<file path="config.mk">
export PLATFORM = sky130hd
export DESIGN_NAME = saturn_phase_sequencer
export DESIGN_NICKNAME = d
export VERILOG_FILES = /design/src/rtl/saturn_phase_sequencer_pkg.sv /design/src/rtl/saturn_phase_sequencer_clk_div.sv /design/src/rtl/saturn_phase_sequencer.sv
export SDC_FILE = /design/constraint.sdc
export NUM_CORES = 1
export LEC_CHECK = 0
export ABC_AREA = 0
export BUFFER_PORTS_ARGS = -buffer_cell sky130_fd_sc_hd__buf_2
export CORE_MARGIN = 1.5
export CORE_UTILIZATION = 45
export CTS_BUF_LIST = sky130_fd_sc_hd__clkbuf_8 sky130_fd_sc_hd__clkbuf_16
export CTS_CLUSTER_DIAMETER = 150
export CTS_CLUSTER_SIZE = 16
export DETAILED_ROUTE_END_ITERATION = 8
export PLACE_DENSITY = 0.77
export REMOVE_ABC_BUFFERS = 1
export SETUP_SLACK_MARGIN = 0.2
export SLEW_MARGIN = 15
export SYNTH_ARGS = -nofsm -noshare
export SYNTH_HDL_FRONTEND = slang
export SYNTH_SLANG_ARGS = --single-unit
export TNS_END_PERCENT = 20
</file>
<file path="constraint.sdc">
create_clock -name i_clk -period 2.5 [get_ports i_clk]
set_input_delay 0.75 -clock i_clk [delete_from_list [all_inputs] [get_ports i_clk]]
set_output_delay 0.75 -clock i_clk [all_outputs]
set_load 0.02 [all_outputs]
</file>
<file path="src/rtl/saturn_phase_sequencer_pkg.sv">
// rtl/saturn_phase_sequencer_pkg.sv - shared state encodings and phase constants
// Imported by the sequencer and by any datapath block decoding o_phase.
package saturn_phase_sequencer_pkg;

  typedef enum logic [1:0] {
    ST_WAIT = 2'd0,
    ST_RUN  = 2'd1,
    ST_HALT = 2'd2,
    ST_STEP = 2'd3
  } seq_state_e;

  localparam logic [1:0] PHASE_0    = 2'd0;
  localparam logic [1:0] PHASE_LAST = 2'd3;

  localparam int DIV_CNT_W  = 4;
  localparam int WAIT_CNT_W = 4;

  function automatic logic [3:0] phase_onehot(input logic [1:0] ph);
    return 4'b0001 << ph;
  endfunction

endpackage

</file>
<file path="src/rtl/saturn_phase_sequencer_clk_div.sv">
// rtl/saturn_phase_sequencer_clk_div.sv - free-running clock-enable divider
// Emits a registered one-clock enable every CLK_DIV clocks; never stalled.
module saturn_clk_div
  import saturn_phase_sequencer_pkg::*;
#(
  parameter int CLK_DIV = 1
) (
  input  logic i_clk,
  input  logic i_rst_n,
  output logic o_clk_en
);

  localparam logic [DIV_CNT_W-1:0] CNT_LAST = DIV_CNT_W'(CLK_DIV - 1);

  logic [DIV_CNT_W-1:0] cnt_q, cnt_d;
  logic                 clk_en_q, clk_en_d;

  always_comb begin
    cnt_d    = cnt_q + 1'b1;
    clk_en_d = 1'b0;
    if (cnt_q == CNT_LAST) begin
      cnt_d    = '0;
      clk_en_d = 1'b1;
    end
  end

  always_ff @(posedge i_clk or negedge i_rst_n) begin
    if (!i_rst_n) begin
      cnt_q    <= '0;
      clk_en_q <= 1'b0;
    end else begin
      cnt_q    <= cnt_d;
      clk_en_q <= clk_en_d;
    end
  end

  assign o_clk_en = clk_en_q;

endmodule

</file>
<file path="src/rtl/saturn_phase_sequencer.sv">
// rtl/saturn_phase_sequencer.sv - four-phase instruction sequencer with debug halt/step
// Reset asserts asynchronously; its release passes a two-flop synchronizer first.
module saturn_phase_sequencer
  import saturn_phase_sequencer_pkg::*;
#(
  parameter int CLK_DIV    = 1,
  parameter int RESET_WAIT = 4
) (
  input  logic        i_clk,
  input  logic        i_reset_n,
  input  logic        i_bus_busy,
  input  logic        i_halt_req,
  input  logic        i_step_req,
  output logic        o_clk_en,
  output logic [3:0]  o_phases,
  output logic [1:0]  o_phase,
  output logic [31:0] o_cycle_ctr,
  output logic        o_halted,
  output logic        o_step_done
);

  localparam logic [WAIT_CNT_W-1:0] WAIT_INIT = WAIT_CNT_W'(RESET_WAIT);

  logic rst_meta_q, rst_sync_q;
  logic rst_int_n;

  always_ff @(posedge i_clk or negedge i_reset_n) begin
    if (!i_reset_n) begin
      rst_meta_q <= 1'b0;
      rst_sync_q <= 1'b0;
    end else begin
      rst_meta_q <= 1'b1;
      rst_sync_q <= rst_meta_q;
    end
  end

  assign rst_int_n = rst_sync_q;

  logic clk_en;

  saturn_clk_div #(
    .CLK_DIV (CLK_DIV)
  ) u_clk_div (
    .i_clk    (i_clk),
    .i_rst_n  (rst_int_n),
    .o_clk_en (clk_en)
  );

  seq_state_e            state_q, state_d;
  logic [1:0]            phase_q, phase_d;
  logic [31:0]           cycle_ctr_q, cycle_ctr_d;
  logic [WAIT_CNT_W-1:0] wait_q, wait_d;
  logic                  halted_q, halted_d;
  logic                  step_done_q, step_done_d;
  logic                  advance;
  logic                  cycle_end;

  always_ff @(posedge i_clk or negedge rst_int_n) begin
    if (!rst_int_n) begin
      state_q     <= ST_WAIT;
      phase_q     <= PHASE_0;
      cycle_ctr_q <= '0;
      wait_q      <= WAIT_INIT;
      halted_q    <= 1'b0;
      step_done_q <= 1'b0;
    end else begin
      state_q     <= state_d;
      phase_q     <= phase_d;
      cycle_ctr_q <= cycle_ctr_d;
      wait_q      <= wait_d;
      halted_q    <= halted_d;
      step_done_q <= step_done_d;
    end
  end

  assign advance   = clk_en && !i_bus_busy && (state_q == ST_RUN || state_q == ST_STEP);
  assign cycle_end = advance && (phase_q == PHASE_LAST);

  always_comb begin
    state_d     = state_q;
    phase_d     = phase_q;
    cycle_ctr_d = cycle_ctr_q;
    wait_d      = wait_q;
    step_done_d = 1'b0;

    if (advance) begin
      phase_d = phase_q + 2'd1;
    end
    if (cycle_end) begin
      cycle_ctr_d = cycle_ctr_q + 32'd1;
    end

    unique case (state_q)
      ST_WAIT: begin
        if (clk_en) begin
          if (wait_q <= WAIT_CNT_W'(1)) begin
            wait_d  = '0;
            state_d = i_halt_req ? ST_HALT : ST_RUN;
          end else begin
            wait_d = wait_q - 1'b1;
          end
        end
      end
      ST_RUN: begin
        // Halt is honoured only at the instruction-cycle boundary.
        if (cycle_end && i_halt_req) begin
          state_d = ST_HALT;
        end
      end
      ST_HALT: begin
        if (!i_halt_req) begin
          state_d = ST_RUN;
        end else if (i_step_req) begin
          state_d = ST_STEP;
        end
      end
      ST_STEP: begin
        if (cycle_end) begin
          state_d     = ST_HALT;
          step_done_d = 1'b1;
        end
      end
      default: state_d = ST_WAIT;
    endcase

    halted_d = (state_d == ST_HALT);
  end

  assign o_clk_en    = clk_en;
  assign o_phase     = phase_q;
  assign o_phases    = (state_q == ST_RUN || state_q == ST_STEP) ? phase_onehot(phase_q) : 4'b0000;
  assign o_cycle_ctr = cycle_ctr_q;
  assign o_halted    = halted_q;
  assign o_step_done = step_done_q;

endmodule
</file>
==> results of run 1 <==
## area by class of cell
cell class,instances,area share [%]
Clock buffer,5,2.54
Clock inverter,3,0.462
Inverter,11,1.53
Multi-Input combinational cell,144,38.2
Sequential cell,49,45.4
Tap cell,70,3.24
Timing Repair Buffer,46,8.60
## worst register-to-register path: cells and delay by family (launching register included)
family        cells  cell delay, ps
xor+xnor          1             180
simple gates      3             970
fa+ha+maj         1             260
flops             1             440
## registers in the layout, indices dropped and copies added, names as in the netlist
| signal | count |
|---|---|
| wait_q | 4 |
| o_phase | 2 |
| rst_int_n | 1 |
| o_step_done | 1 |
| state_q | 2 |
| rst_meta_q | 1 |
| o_halted | 1 |
| u_clk_div.cnt_q | 4 |
| o_cycle_ctr | 32 |
| u_clk_div.o_clk_en | 1 |
## layer usage
| layer | wire length (um) | vias to the layer above |
|---|---|---|
| li1 | - | 822 |
| met1 | 1810 | 799 |
| met2 | 2080 | 34 |
| met3 | 197 | 6 |
| met4 | 63 | 0 |
| met5 | 0 | - |
## Yosys cell counts (all sizes together)
cell type,count
a21oi,6
and2,7
and3,4
and4,3
and4b,1
buf,4
conb,1
dfrtp,48
dfstp,1
ha,9
inv,11
mux2,3
nand2,17
nand2b,1
nand3,12
nand3b,1
nand4,18
nand4b,1
nor2,8
nor3,6
nor3b,2
nor4,2
nor4b,1
o21ai,3
o22ai,2
o31ai,1
o32ai,1
or2,1
xnor2,31
xor2,2
## kinds of logic (layout without fill, tap and decap cells)
family | Yosys count | in the layout | synth area share [%]
AOI/OAI and AO/OA | 13 | 13 | 3.16
buffers and inverters | 15 | 65 | 3.26
other | 1 | 1 | 0.160
adders and majority gates | 9 | 9 | 4.82
xor gates and xnor gates | 33 | 33 | 12.4
and+or+nand+nor | 85 | 85 | 22.3
muxes | 3 | 3 | 1.44
DFF | 49 | 49 | 52.5
## cells in the final DEF, fill, tap and decap left out, drive strengths merged
| master | synthesis | routed |
|---|---|---|
| dfrtp | 48 | 48 |
| buf | 4 | 46 |
| xnor2 | 31 | 31 |
| nand4 | 18 | 18 |
| nand2 | 17 | 17 |
| inv | 11 | 13 |
| nand3 | 12 | 12 |
| ha | 9 | 9 |
| nor2 | 8 | 8 |
| and2 | 7 | 7 |
| a21oi | 6 | 6 |
| nor3 | 6 | 6 |
| clkbuf | 0 | 5 |
| and3 | 4 | 4 |
| o21ai | 3 | 3 |
| mux2 | 3 | 3 |
| and4 | 3 | 3 |
| nor3b | 2 | 2 |
| o22ai | 2 | 2 |
| xor2 | 2 | 2 |
| nor4 | 2 | 2 |
| nor4b | 1 | 1 |
| nand4b | 1 | 1 |
| and4b | 1 | 1 |
| o32ai | 1 | 1 |
| or2 | 1 | 1 |
| nand2b | 1 | 1 |
| o31ai | 1 | 1 |
| nand3b | 1 | 1 |
| clkinv | 0 | 1 |
| conb | 1 | 1 |
| dfstp | 1 | 1 |
## through the flow
stage          cell area, um^2  util, %  instances  hold WS (ps)  worst slack, ps
2_1_floorplan             2300        -        204           331              684
3_3_place_gp              2630     52.1        320           283              331
3_5_place_dp              2630     52.1        320           277              307
4_1_cts                   2710     53.7        328           211              392
5_1_grt                   2710     53.7        328           205              355
6_report                  2710     53.7        328           219              417
## power groups by stage
stage,Combinational (mW),Clock (mW),Sequential (mW)
2_1_floorplan,0.342,0,1.09
3_5_place_dp,0.575,0,1.04
3_3_place_gp,0.556,0,1.04
5_1_grt,0.631,0.484,1.05
4_1_cts,0.578,0.453,1.03
6_report,0.569,0.434,1.03
## worst min path at each step
stage / depth (start not counted) / slack (ps) / end / startpoint
final: 1 / 220 / rst_int_n / i_reset_n
after global routing: 1 / 200 / rst_int_n / i_reset_n
after CTS: 1 / 210 / rst_int_n / i_reset_n
after detailed placement: 0 / 280 / o_cycle_ctr[25] / rst_int_n
after global placement: 0 / 280 / o_cycle_ctr[25] / rst_int_n
after floorplan: 0 / 330 / rst_int_n / rst_meta_q
==> report_table.html, run 1 <==
<table>
<tr><th>Metric</th><th>Value</th></tr>
<tr><th colspan="2">Pwr</th></tr>
<tr><td>Gate power share</td><td>28.0%</td></tr>
<tr><td>Power share of the sequential group</td><td>50.5%</td></tr>
<tr><td>Switching part of the total</td><td>35.5%</td></tr>
<tr><td>Reported leakage power</td><td>1.35 nW</td></tr>
<tr><td>Highest ir drop seen on vdd</td><td>0.521 mV</td></tr>
<tr><td>Pwr Density</td><td>749 mW/mm^2</td></tr>
<tr><td>Proportion of power drawn by the clock network</td><td>21.4%</td></tr>
<tr><td>Power after layout</td><td>2.03 mW</td></tr>
<tr><td>Internal Dissipation</td><td>1.31 mW</td></tr>
<tr><td>Net switching power</td><td>0.721 mW</td></tr>
<tr><th colspan="2">Cells and area</th></tr>
<tr><td>Count of filler cells inserted in the layout</td><td>473</td></tr>
<tr><td>Combined area of the multi-input logic cells</td><td>0.00103 mm^2</td></tr>
<tr><td>Area of all sequential standard cells</td><td>0.00123 mm^2</td></tr>
<tr><td>Fraction of layout cells with a size suffix above 1</td><td>24.0%</td></tr>
<tr><td>Number of nets in the final layout</td><td>271</td></tr>
<tr><td>Count of antenna diodes in the layout</td><td>0</td></tr>
<tr><td>Area overhead of the layout relative to synthesis</td><td>15.7%</td></tr>
<tr><th colspan="2">Logic synthesis</th></tr>
<tr><td>Total standard cell area after synthesis</td><td>0.00234 mm^2</td></tr>
<tr><td>Post-synthesis area per instance</td><td>11.2 um^2</td></tr>
<tr><td>Sequential share of the synthesized area</td><td>52.5%</td></tr>
<tr><td>Proportion of netlist area held by the largest area contributor</td><td>51.4%</td></tr>
<tr><td>Largest area contributor in the synthesized netlist</td><td>dfrtp_1</td></tr>
<tr><td>Gate Count Post-Synth</td><td>208</td></tr>
<tr><td>Total of warnings raised by yosys</td><td>0</td></tr>
<tr><td>Flop and latch count out of synthesis</td><td>49</td></tr>
<tr><td>Largest cells by area after synthesis</td><td>dfrtp_1 51%, xnor2_1 12%, ha_1 4.8%, nand4_1 4.8%, nand2_1 2.7%</td></tr>
<tr><td>Netlist cell types</td><td>34</td></tr>
<tr><th colspan="2">Clocking</th></tr>
<tr><td>Clock-pin transition on the worst setup and hold timing paths</td><td>80 ps</td></tr>
<tr><td>CTS root buffer</td><td>clkbuf_8</td></tr>
<tr><td>Count of H-tree levels built during CTS</td><td>2</td></tr>
<tr><td>Number of gates resized after cts</td><td>0</td></tr>
<tr><td>CTS Buf Count</td><td>5</td></tr>
<tr><td>Number of clock sinks seen by CTS</td><td>49</td></tr>
<tr><td>Clock network latency to the later pin of the worst-skew pair</td><td>300 ps</td></tr>
<tr><td>Maximum clock insertion buffer count</td><td>2</td></tr>
<tr><td>Number of hold buffers added after cts</td><td>0</td></tr>
<tr><td>Number of buffers inserted to repair setup after CTS</td><td>0</td></tr>
<tr><td>TritonCTS clock tree</td><td>built</td></tr>
<tr><th colspan="2">Setup path</th></tr>
<tr><td>Critical path arrival</td><td>1330 ps</td></tr>
<tr><td>Peak per-stage delay on the critical path</td><td>440 ps</td></tr>
<tr><td>CP startpoint kind</td><td>register</td></tr>
<tr><td>Buffers and inverters on the worst path</td><td>1</td></tr>
<tr><td>Peak fanout along the critical path</td><td>5</td></tr>
<tr><td>Reg2Reg Launch Point</td><td>o_phase[0]</td></tr>
<tr><td>Required time at the worst-slack endpoint</td><td>1750 ps</td></tr>
<tr><td>End of the worst register-to-register path</td><td>o_cycle_ctr[27]</td></tr>
<tr><td>End point of the critical path</td><td>o_phases[3]</td></tr>
<tr><td>Cell-by-cell trace of the critical path</td><td>ha_1 -&gt; and2_1 -&gt; buf_2</td></tr>
<tr><td>Number of cells traversed by the worst register-to-register path</td><td>5</td></tr>
<tr><td>Cell family contributing the most delay on the critical path</td><td>flip-flops</td></tr>
<tr><td>Worst path depth</td><td>3</td></tr>
<tr><td>Crit-path slowest cell</td><td>dfrtp_1</td></tr>
<tr><td>CP Launch Point</td><td>o_phase[0]</td></tr>
<tr><td>Nature of the critical path endpoint</td><td>output pin</td></tr>
<tr><td>Worst-case register-to-register setup slack</td><td>540 ps</td></tr>
<tr><td>Setup CP Type</td><td>register to output pin</td></tr>
<tr><th colspan="2">Floorplanning</th></tr>
<tr><td>IO Pins</td><td>46</td></tr>
<tr><td>Number of placement rows</td><td>26</td></tr>
<tr><td>Die W</td><td>75.1 um</td></tr>
<tr><td>Starting density of the core</td><td>46.4%</td></tr>
<tr><td>Die Outline Area</td><td>0.00564 mm^2</td></tr>
<tr><td>Overall die height</td><td>75.1 um</td></tr>
<tr><td>Core box area</td><td>0.00504 mm^2</td></tr>
<tr><th colspan="2">Route</th></tr>
<tr><td>Overall via count from detail_route</td><td>1661</td></tr>
<tr><td>Final wirelength</td><td>4.15 mm</td></tr>
<tr><td>Remaining design rule violation count</td><td>0</td></tr>
<tr><td>DR pass1 iterations</td><td>4</td></tr>
<tr><td>Vias/cell</td><td>5.06</td></tr>
<tr><td>WL/cell</td><td>12.7 um</td></tr>
<tr><td>Antenna-violating nets left</td><td>0</td></tr>
<tr><td>Initial DRC count</td><td>127</td></tr>
<tr><th colspan="2">GRT</th></tr>
<tr><td>Total grt overflow</td><td>0</td></tr>
<tr><td>Antenna violations before repair</td><td>0</td></tr>
<tr><td>Wire length of the first global-routing pass</td><td>6.95 mm</td></tr>
<tr><td>Global-route layer with the greatest usage</td><td>met2</td></tr>
<tr><td>GRT Overall Usage</td><td>16.3%</td></tr>
<tr><td>Routing usage on met2</td><td>27.5%</td></tr>
<tr><td>Number of global-route vias before repair</td><td>1555</td></tr>
<tr><td>Met3 layer usage reported by global route</td><td>4.42%</td></tr>
<tr><td>Largest net degree at the start of global routing</td><td>28</td></tr>
<tr><td>Met1 demand-to-capacity share in global routing</td><td>20.2%</td></tr>
<tr><th colspan="2">Timing</th></tr>
<tr><td>Final period demand of the worst path</td><td>2080 ps</td></tr>
<tr><td>Final hold vios</td><td>0</td></tr>
<tr><td>Count of endpoints failing setup in the final report</td><td>0</td></tr>
<tr><td>RSZ-0062 raised after global routing</td><td>no</td></tr>
<tr><td>Relative slew margins</td><td>62.4%</td></tr>
<tr><td>Max-slew violation count</td><td>0</td></tr>
<tr><td>Final period utilization</td><td>83.3%</td></tr>
<tr><td>Accumulated negative setup slack</td><td>0 ps</td></tr>
<tr><td>Highest achievable clock rate</td><td>480 MHz</td></tr>
<tr><td>Slew at the pin closest to its max-slew limit</td><td>564 ps</td></tr>
<tr><td>Final clock skew</td><td>7.00 ps</td></tr>
<tr><th colspan="2">Placement</th></tr>
<tr><td>Final HPWL from detailed placement</td><td>3.04 mm</td></tr>
<tr><td># port buffers</td><td>45</td></tr>
<tr><td>Final estimated routing congestion in global placement</td><td>0.792</td></tr>
<tr><th colspan="2">Job</th></tr>
<tr><td>Max cap viols</td><td>0</td></tr>
<tr><th colspan="2">Outcome</th></tr>
<tr><td>Result of the run</td><td>complete, no violations</td></tr>
<tr><th colspan="2">Min path</th></tr>
<tr><td>Hold WC Path Type</td><td>input port to asynchronous set/reset pin</td></tr>
</table>
Note: power is estimated with default switching activity, not from simulation.
==> inputs of run 2 (changes only) <==
--- a/config.mk
+++ b/config.mk
@@ -5,7 +5,7 @@
 export SDC_FILE = /design/constraint.sdc
 export NUM_CORES = 1
 export LEC_CHECK = 0
-export ABC_AREA = 0
+export ABC_AREA = 1
 export BUFFER_PORTS_ARGS = -buffer_cell sky130_fd_sc_hd__buf_2
 export CORE_MARGIN = 1.5
 export CORE_UTILIZATION = 45
@@ -13,7 +13,7 @@
 export CTS_CLUSTER_DIAMETER = 150
 export CTS_CLUSTER_SIZE = 16
 export DETAILED_ROUTE_END_ITERATION = 8
-export PLACE_DENSITY = 0.77
+export PLACE_DENSITY = 0.79
 export REMOVE_ABC_BUFFERS = 1
 export SETUP_SLACK_MARGIN = 0.2
 export SLEW_MARGIN = 15
==> constraint.sdc (replaced) <==
create_clock -name i_clk -period 1.87 [get_ports i_clk]
set_input_delay 0.561 -clock i_clk [delete_from_list [all_inputs] [get_ports i_clk]]
set_output_delay 0.561 -clock i_clk [all_outputs]
set_load 0.02 [all_outputs]
==> report_table.html, run 2 <==
<table>
<tr><th>Metric</th><th>Value</th></tr>
<tr><th colspan="2">Outcome</th></tr>
<tr><td>Result of the run</td><td>complete, no violations</td></tr>
<tr><th colspan="2">Logic synthesis</th></tr>
<tr><td>Post-Synth Adder-Cell Area</td><td>4.30% (-0.51 points)</td></tr>
<tr><td>Proportion of netlist area held by the largest area contributor</td><td>45.9% (-5.5 points)</td></tr>
<tr><td>Largest area contributor in the synthesized netlist</td><td>dfrtp_1</td></tr>
<tr><td>Mux contribution to synthesized area</td><td>0% (-1.4 points)</td></tr>
<tr><td>Gate Count Post-Synth</td><td>327 (+57%)</td></tr>
<tr><td>Largest cells by area after synthesis</td><td>dfrtp_1 46%, nand2_1 13%, inv_1 8.0%, nor2_1 5.3%, ha_1 4.3%</td></tr>
<tr><td>Dominant cell by count in the synthesized netlist</td><td>nand2_1</td></tr>
<tr><td>Number of flops mapped to enable cells by yosys</td><td>0 (unchanged)</td></tr>
<tr><td>Flop and latch count out of synthesis</td><td>49 (unchanged)</td></tr>
<tr><td>Sequential share of the synthesized area</td><td>46.9% (-5.6 points)</td></tr>
<tr><td>Main combinational cell family by area after synthesis</td><td>simple AND/OR/NAND/NOR gates</td></tr>
<tr><td>Post-synthesis area per instance</td><td>8.00 um^2 (-29%)</td></tr>
<tr><td>Ranking of synthesized cells by instance count</td><td>90 x nand2_1, 56 x inv_1, 48 x dfrtp_1</td></tr>
<tr><td>Post-synthesis share of cell area spent on and, or, nand and nor gates</td><td>29.8% (+7.5 points)</td></tr>
<tr><td>Xor and xnor area share after synthesis</td><td>7.36% (-5.0 points)</td></tr>
<tr><td>Total of warnings raised by yosys</td><td>0 (unchanged)</td></tr>
<tr><td>Most used flip-flop cell after synthesis</td><td>dfrtp_1</td></tr>
<tr><td>Synth async-reset ratio</td><td>100% (unchanged)</td></tr>
<tr><td>Total standard cell area after synthesis</td><td>0.00262 mm^2 (+12%)</td></tr>
<tr><td>Netlist cell types</td><td>27 (-21%)</td></tr>
<tr><td>Synth Area in Compound Gates</td><td>2.82% (-0.34 points)</td></tr>
<tr><th colspan="2">Cells and area</th></tr>
<tr><td>Fraction of the core area covered by cells at the end of the flow</td><td>56.2% (+2.5 points)</td></tr>
<tr><td>Largest register FFs</td><td>32 (unchanged)</td></tr>
<tr><td>Post-layout instance area</td><td>0.00313 mm^2 (+16%)</td></tr>
<tr><td>Most common cell after layout, fill and taps aside</td><td>nand2_1</td></tr>
<tr><td>Area overhead of the layout relative to synthesis</td><td>19.6%</td></tr>
<tr><td>Most frequent cells in the layout</td><td>88 x nand2_1, 52 x inv_1, 45 x dfrtp_1, 42 x buf_2, 37 x nor2_1</td></tr>
<tr><td>Number of nets in the final layout</td><td>395 (+46%)</td></tr>
<tr><td>Count of antenna diodes in the layout</td><td>0 (unchanged)</td></tr>
<tr><td>Non-filler instance count after layout</td><td>454 (+38%)</td></tr>
<tr><td>Fraction of layout cells with a size suffix above 1</td><td>21.7% (-2.3 points)</td></tr>
<tr><th colspan="2">Clocking</th></tr>
<tr><td>Count of H-tree levels built during CTS</td><td>2 (unchanged)</td></tr>
<tr><td>Number of clock sinks seen by CTS</td><td>49 (unchanged)</td></tr>
<tr><td>Maximum clock insertion buffer count</td><td>2 (unchanged)</td></tr>
<tr><td>Clock network latency to the later pin of the worst-skew pair</td><td>310 ps (about the same)</td></tr>
<tr><td>CTS root buffer</td><td>clkbuf_8</td></tr>
<tr><td>Clock-pin transition on the worst setup and hold timing paths</td><td>90 ps (about the same)</td></tr>
<tr><td>CTS Buf Count</td><td>5 (unchanged)</td></tr>
<tr><td>Number of buffers inserted to repair setup after CTS</td><td>0 (unchanged)</td></tr>
<tr><td>TritonCTS clock tree</td><td>built</td></tr>
<tr><th colspan="2">Placement</th></tr>
<tr><td># port buffers</td><td>45 (unchanged)</td></tr>
<tr><td>Post-placement setup slack</td><td>131 ps (-176 ps)</td></tr>
<tr><td>Final estimated routing congestion in global placement</td><td>0.852 (+7.6%)</td></tr>
<tr><td>Number of instances in the placed design</td><td>445 (+39%)</td></tr>
<tr><td>Final HPWL from detailed placement</td><td>4.08 mm (+34%)</td></tr>
<tr><td>Post-detailed-placement cell area</td><td>0.00294 mm^2 (+12%)</td></tr>
<tr><th colspan="2">GRT</th></tr>
<tr><td>GRT Overall Usage</td><td>18.9% (+2.6 points)</td></tr>
<tr><td>Wire length of the first global-routing pass</td><td>9.38 mm (+35%)</td></tr>
<tr><td>Largest net degree at the start of global routing</td><td>48 (+71%)</td></tr>
<tr><td>Total grt overflow</td><td>0 (unchanged)</td></tr>
<tr><td>Number of global-route vias before repair</td><td>2109 (+36%)</td></tr>
<tr><td>Antenna violations before repair</td><td>0 (unchanged)</td></tr>
<tr><th colspan="2">Min path</th></tr>
<tr><td>Hold WC Path Type</td><td>register to asynchronous set/reset pin</td></tr>
<tr><th colspan="2">Timing</th></tr>
<tr><td>Post-route worst hold slack</td><td>353 ps (+134 ps)</td></tr>
<tr><td>Final period demand of the worst path</td><td>1820 ps</td></tr>
<tr><td>Accumulated negative setup slack</td><td>0 ps (unchanged)</td></tr>
<tr><td>Final period utilization</td><td>97.4%</td></tr>
<tr><td>Relative slew margins</td><td>61.8% (-0.57 points)</td></tr>
<tr><td>Highest achievable clock rate</td><td>549 MHz</td></tr>
<tr><td>Max-slew violation count</td><td>0 (unchanged)</td></tr>
<tr><td>Final hold vios</td><td>0 (unchanged)</td></tr>
<tr><td>Final WS setup</td><td>47.9 ps (-369 ps)</td></tr>
<tr><td>Slew at the pin closest to its max-slew limit</td><td>572 ps (+8.60 ps)</td></tr>
<tr><td>RSZ-0062 raised after global routing</td><td>yes</td></tr>
<tr><td>Count of endpoints failing setup in the final report</td><td>0 (unchanged)</td></tr>
<tr><td>Final clock skew</td><td>7.70 ps (+0.701 ps)</td></tr>
<tr><th colspan="2">Pwr</th></tr>
<tr><td>Gate power share</td><td>33.1% (+5.1 points)</td></tr>
<tr><td>Net switching power</td><td>1.16 mW (+61%)</td></tr>
<tr><td>Power share of the sequential group</td><td>45.9% (-4.6 points)</td></tr>
<tr><td>Reported leakage power</td><td>1.70 nW (+26%)</td></tr>
<tr><td>Proportion of power drawn by the clock network</td><td>21.0% (-0.4 points)</td></tr>
<tr><td>Switching part of the total</td><td>37.8% (+2.3 points)</td></tr>
<tr><td>Internal Dissipation</td><td>1.91 mW (+46%)</td></tr>
<tr><td>Highest ir drop seen on vdd</td><td>0.616 mV (+18%)</td></tr>
<tr><td>Pwr Density</td><td>981 mW/mm^2 (+31%)</td></tr>
<tr><td>Power after layout</td><td>3.07 mW (+52%)</td></tr>
<tr><th colspan="2">Route</th></tr>
<tr><td>Remaining design rule violation count</td><td>0 (unchanged)</td></tr>
<tr><td>Initial DRC count</td><td>117 (-7.9%)</td></tr>
<tr><td>Final wirelength</td><td>5.33 mm (+28%)</td></tr>
<tr><td>Overall via count from detail_route</td><td>2179 (+31%)</td></tr>
<tr><td>WL/cell</td><td>11.7 um (-7.2%)</td></tr>
<tr><td>DR pass1 iterations</td><td>4 (unchanged)</td></tr>
<tr><td>Antenna-violating nets left</td><td>0 (unchanged)</td></tr>
<tr><td>Vias/cell</td><td>4.80 (-5.2%)</td></tr>
<tr><th colspan="2">Setup path</th></tr>
<tr><td>Critical path arrival</td><td>1260 ps (-70 ps)</td></tr>
<tr><td>Number of cells traversed by the worst register-to-register path</td><td>6 (+1)</td></tr>
<tr><td>Peak fanout along the critical path</td><td>4 (-1)</td></tr>
<tr><td>End of the worst register-to-register path</td><td>o_cycle_ctr[22]</td></tr>
<tr><td>Peak per-stage delay on the critical path</td><td>480 ps (+40 ps)</td></tr>
<tr><td>Reg2Reg Launch Point</td><td>state_q[0]</td></tr>
<tr><td>CP Launch Point</td><td>o_phase[0]</td></tr>
<tr><td>Cell-by-cell trace of the critical path</td><td>inv_4 -&gt; ha_4 -&gt; nand2_1 -&gt; inv_1 -&gt; buf_6</td></tr>
<tr><td>Worst-case register-to-register setup slack</td><td>270 ps (-270 ps)</td></tr>
<tr><td>Required time at the worst-slack endpoint</td><td>1310 ps (-440 ps)</td></tr>
<tr><td>End point of the critical path</td><td>o_phases[2]</td></tr>
<tr><td>CP startpoint kind</td><td>register</td></tr>
<tr><td>Setup CP Type</td><td>register to output pin</td></tr>
<tr><td>Nature of the critical path endpoint</td><td>output pin</td></tr>
<tr><td>Crit-path slowest cell</td><td>dfrtp_2</td></tr>
<tr><th colspan="2">Floorplanning</th></tr>
<tr><td>IO Pins</td><td>46 (unchanged)</td></tr>
<tr><td>Starting density of the core</td><td>47.0% (+0.58 points)</td></tr>
<tr><td>Number of placement rows</td><td>27 (+3.8%)</td></tr>
<tr><td>Die W</td><td>79.3 um (+5.6%)</td></tr>
<tr><td>Die Outline Area</td><td>0.00628 mm^2 (+11%)</td></tr>
<tr><td>Overall die height</td><td>79.3 um (+5.6%)</td></tr>
<tr><td>Core box area</td><td>0.00557 mm^2 (+11%)</td></tr>
<tr><th colspan="2">Job</th></tr>
<tr><td>Max cap viols</td><td>0 (unchanged)</td></tr>
</table>
run 2: cell count changes in the layout (fill, tap and decap cells not counted), sizes merged, moves of 3 or more:
cell | previous run | this run
mux2 | 3 | 0
nand2 | 17 | 92
o21ai | 3 | 6
nor2 | 8 | 43
inv | 13 | 59
and2 | 7 | 0
nand3 | 12 | 21
xor2 | 2 | 11
and3 | 4 | 1
xnor2 | 31 | 11
nor3 | 6 | 3
and4 | 3 | 0
nand4 | 18 | 10
run 2: worst min path at each step:
stage | endpoint | slack, ps
floorplan | rst_int_n | 270
global placement | rst_int_n | 340
detailed placement | rst_meta_q | 350
CTS | rst_int_n | 10
global route | rst_int_n | 380
finish | o_cycle_ctr[8] | 350
run 2: what timing repair did:
action                                 in CTS  in global routing
endpoints found under the hold margin       0                  1
pin swaps                                   0                  2
setup endpoints to repair                   4                 15
gates resized for setup                     2                 22
hold buffers                                0                  1
run 2: per-layer routing:
metal	up-vias	track usage [%]	share of wire [%]	wire [um]
li1	1112	-	-	-
met1	1025	24.0	46	2430
met2	34	32.1	49	2620
met3	8	3.91	3.7	195
met4	0	6.32	1.6	85
met5	-	0	0	0
run 2: worst max-delay path: cells and delay by family, from the launching register on:
kind | cells | cell delay (ps)
and+or+nand+nor | 1 | 40
buffers and inverters | 3 | 310
DFF | 1 | 480
adders and majority gates | 1 | 130
run 2: logic make-up (layout without fill, tap and decap cells):
| group | count (synthesis) | in the layout |
|---|---|---|
| fa+ha+maj | 9 | 9 |
| buf+inv | 60 | 115 |
| flops | 49 | 49 |
| simple gates | 172 | 172 |
| compound gates | 14 | 14 |
| other cells | 1 | 1 |
| xor+xnor | 22 | 22 |
run 2: power groups by stage:
| stage | registers, mW | clock network (mW) | logic (mW) |
|---|---|---|---|
| floorplan | 1.47 | 0 | 0.565 |
| global placement | 1.38 | 0 | 0.886 |
| detailed placement | 1.39 | 0 | 0.904 |
| CTS | 1.37 | 0.671 | 0.911 |
| global route | 1.44 | 0.714 | 1.16 |
| finish | 1.41 | 0.645 | 1.02 |
run 2: area by class of cell:
cell class	instances	area (um^2)
multi-input combinational	218	1220
clock buffer	6	82.6
timing repair buffer	48	269
tap	72	90.1
fill	509	2440
inverter	59	226
sequential	49	1230
clock inverter	2	13.8
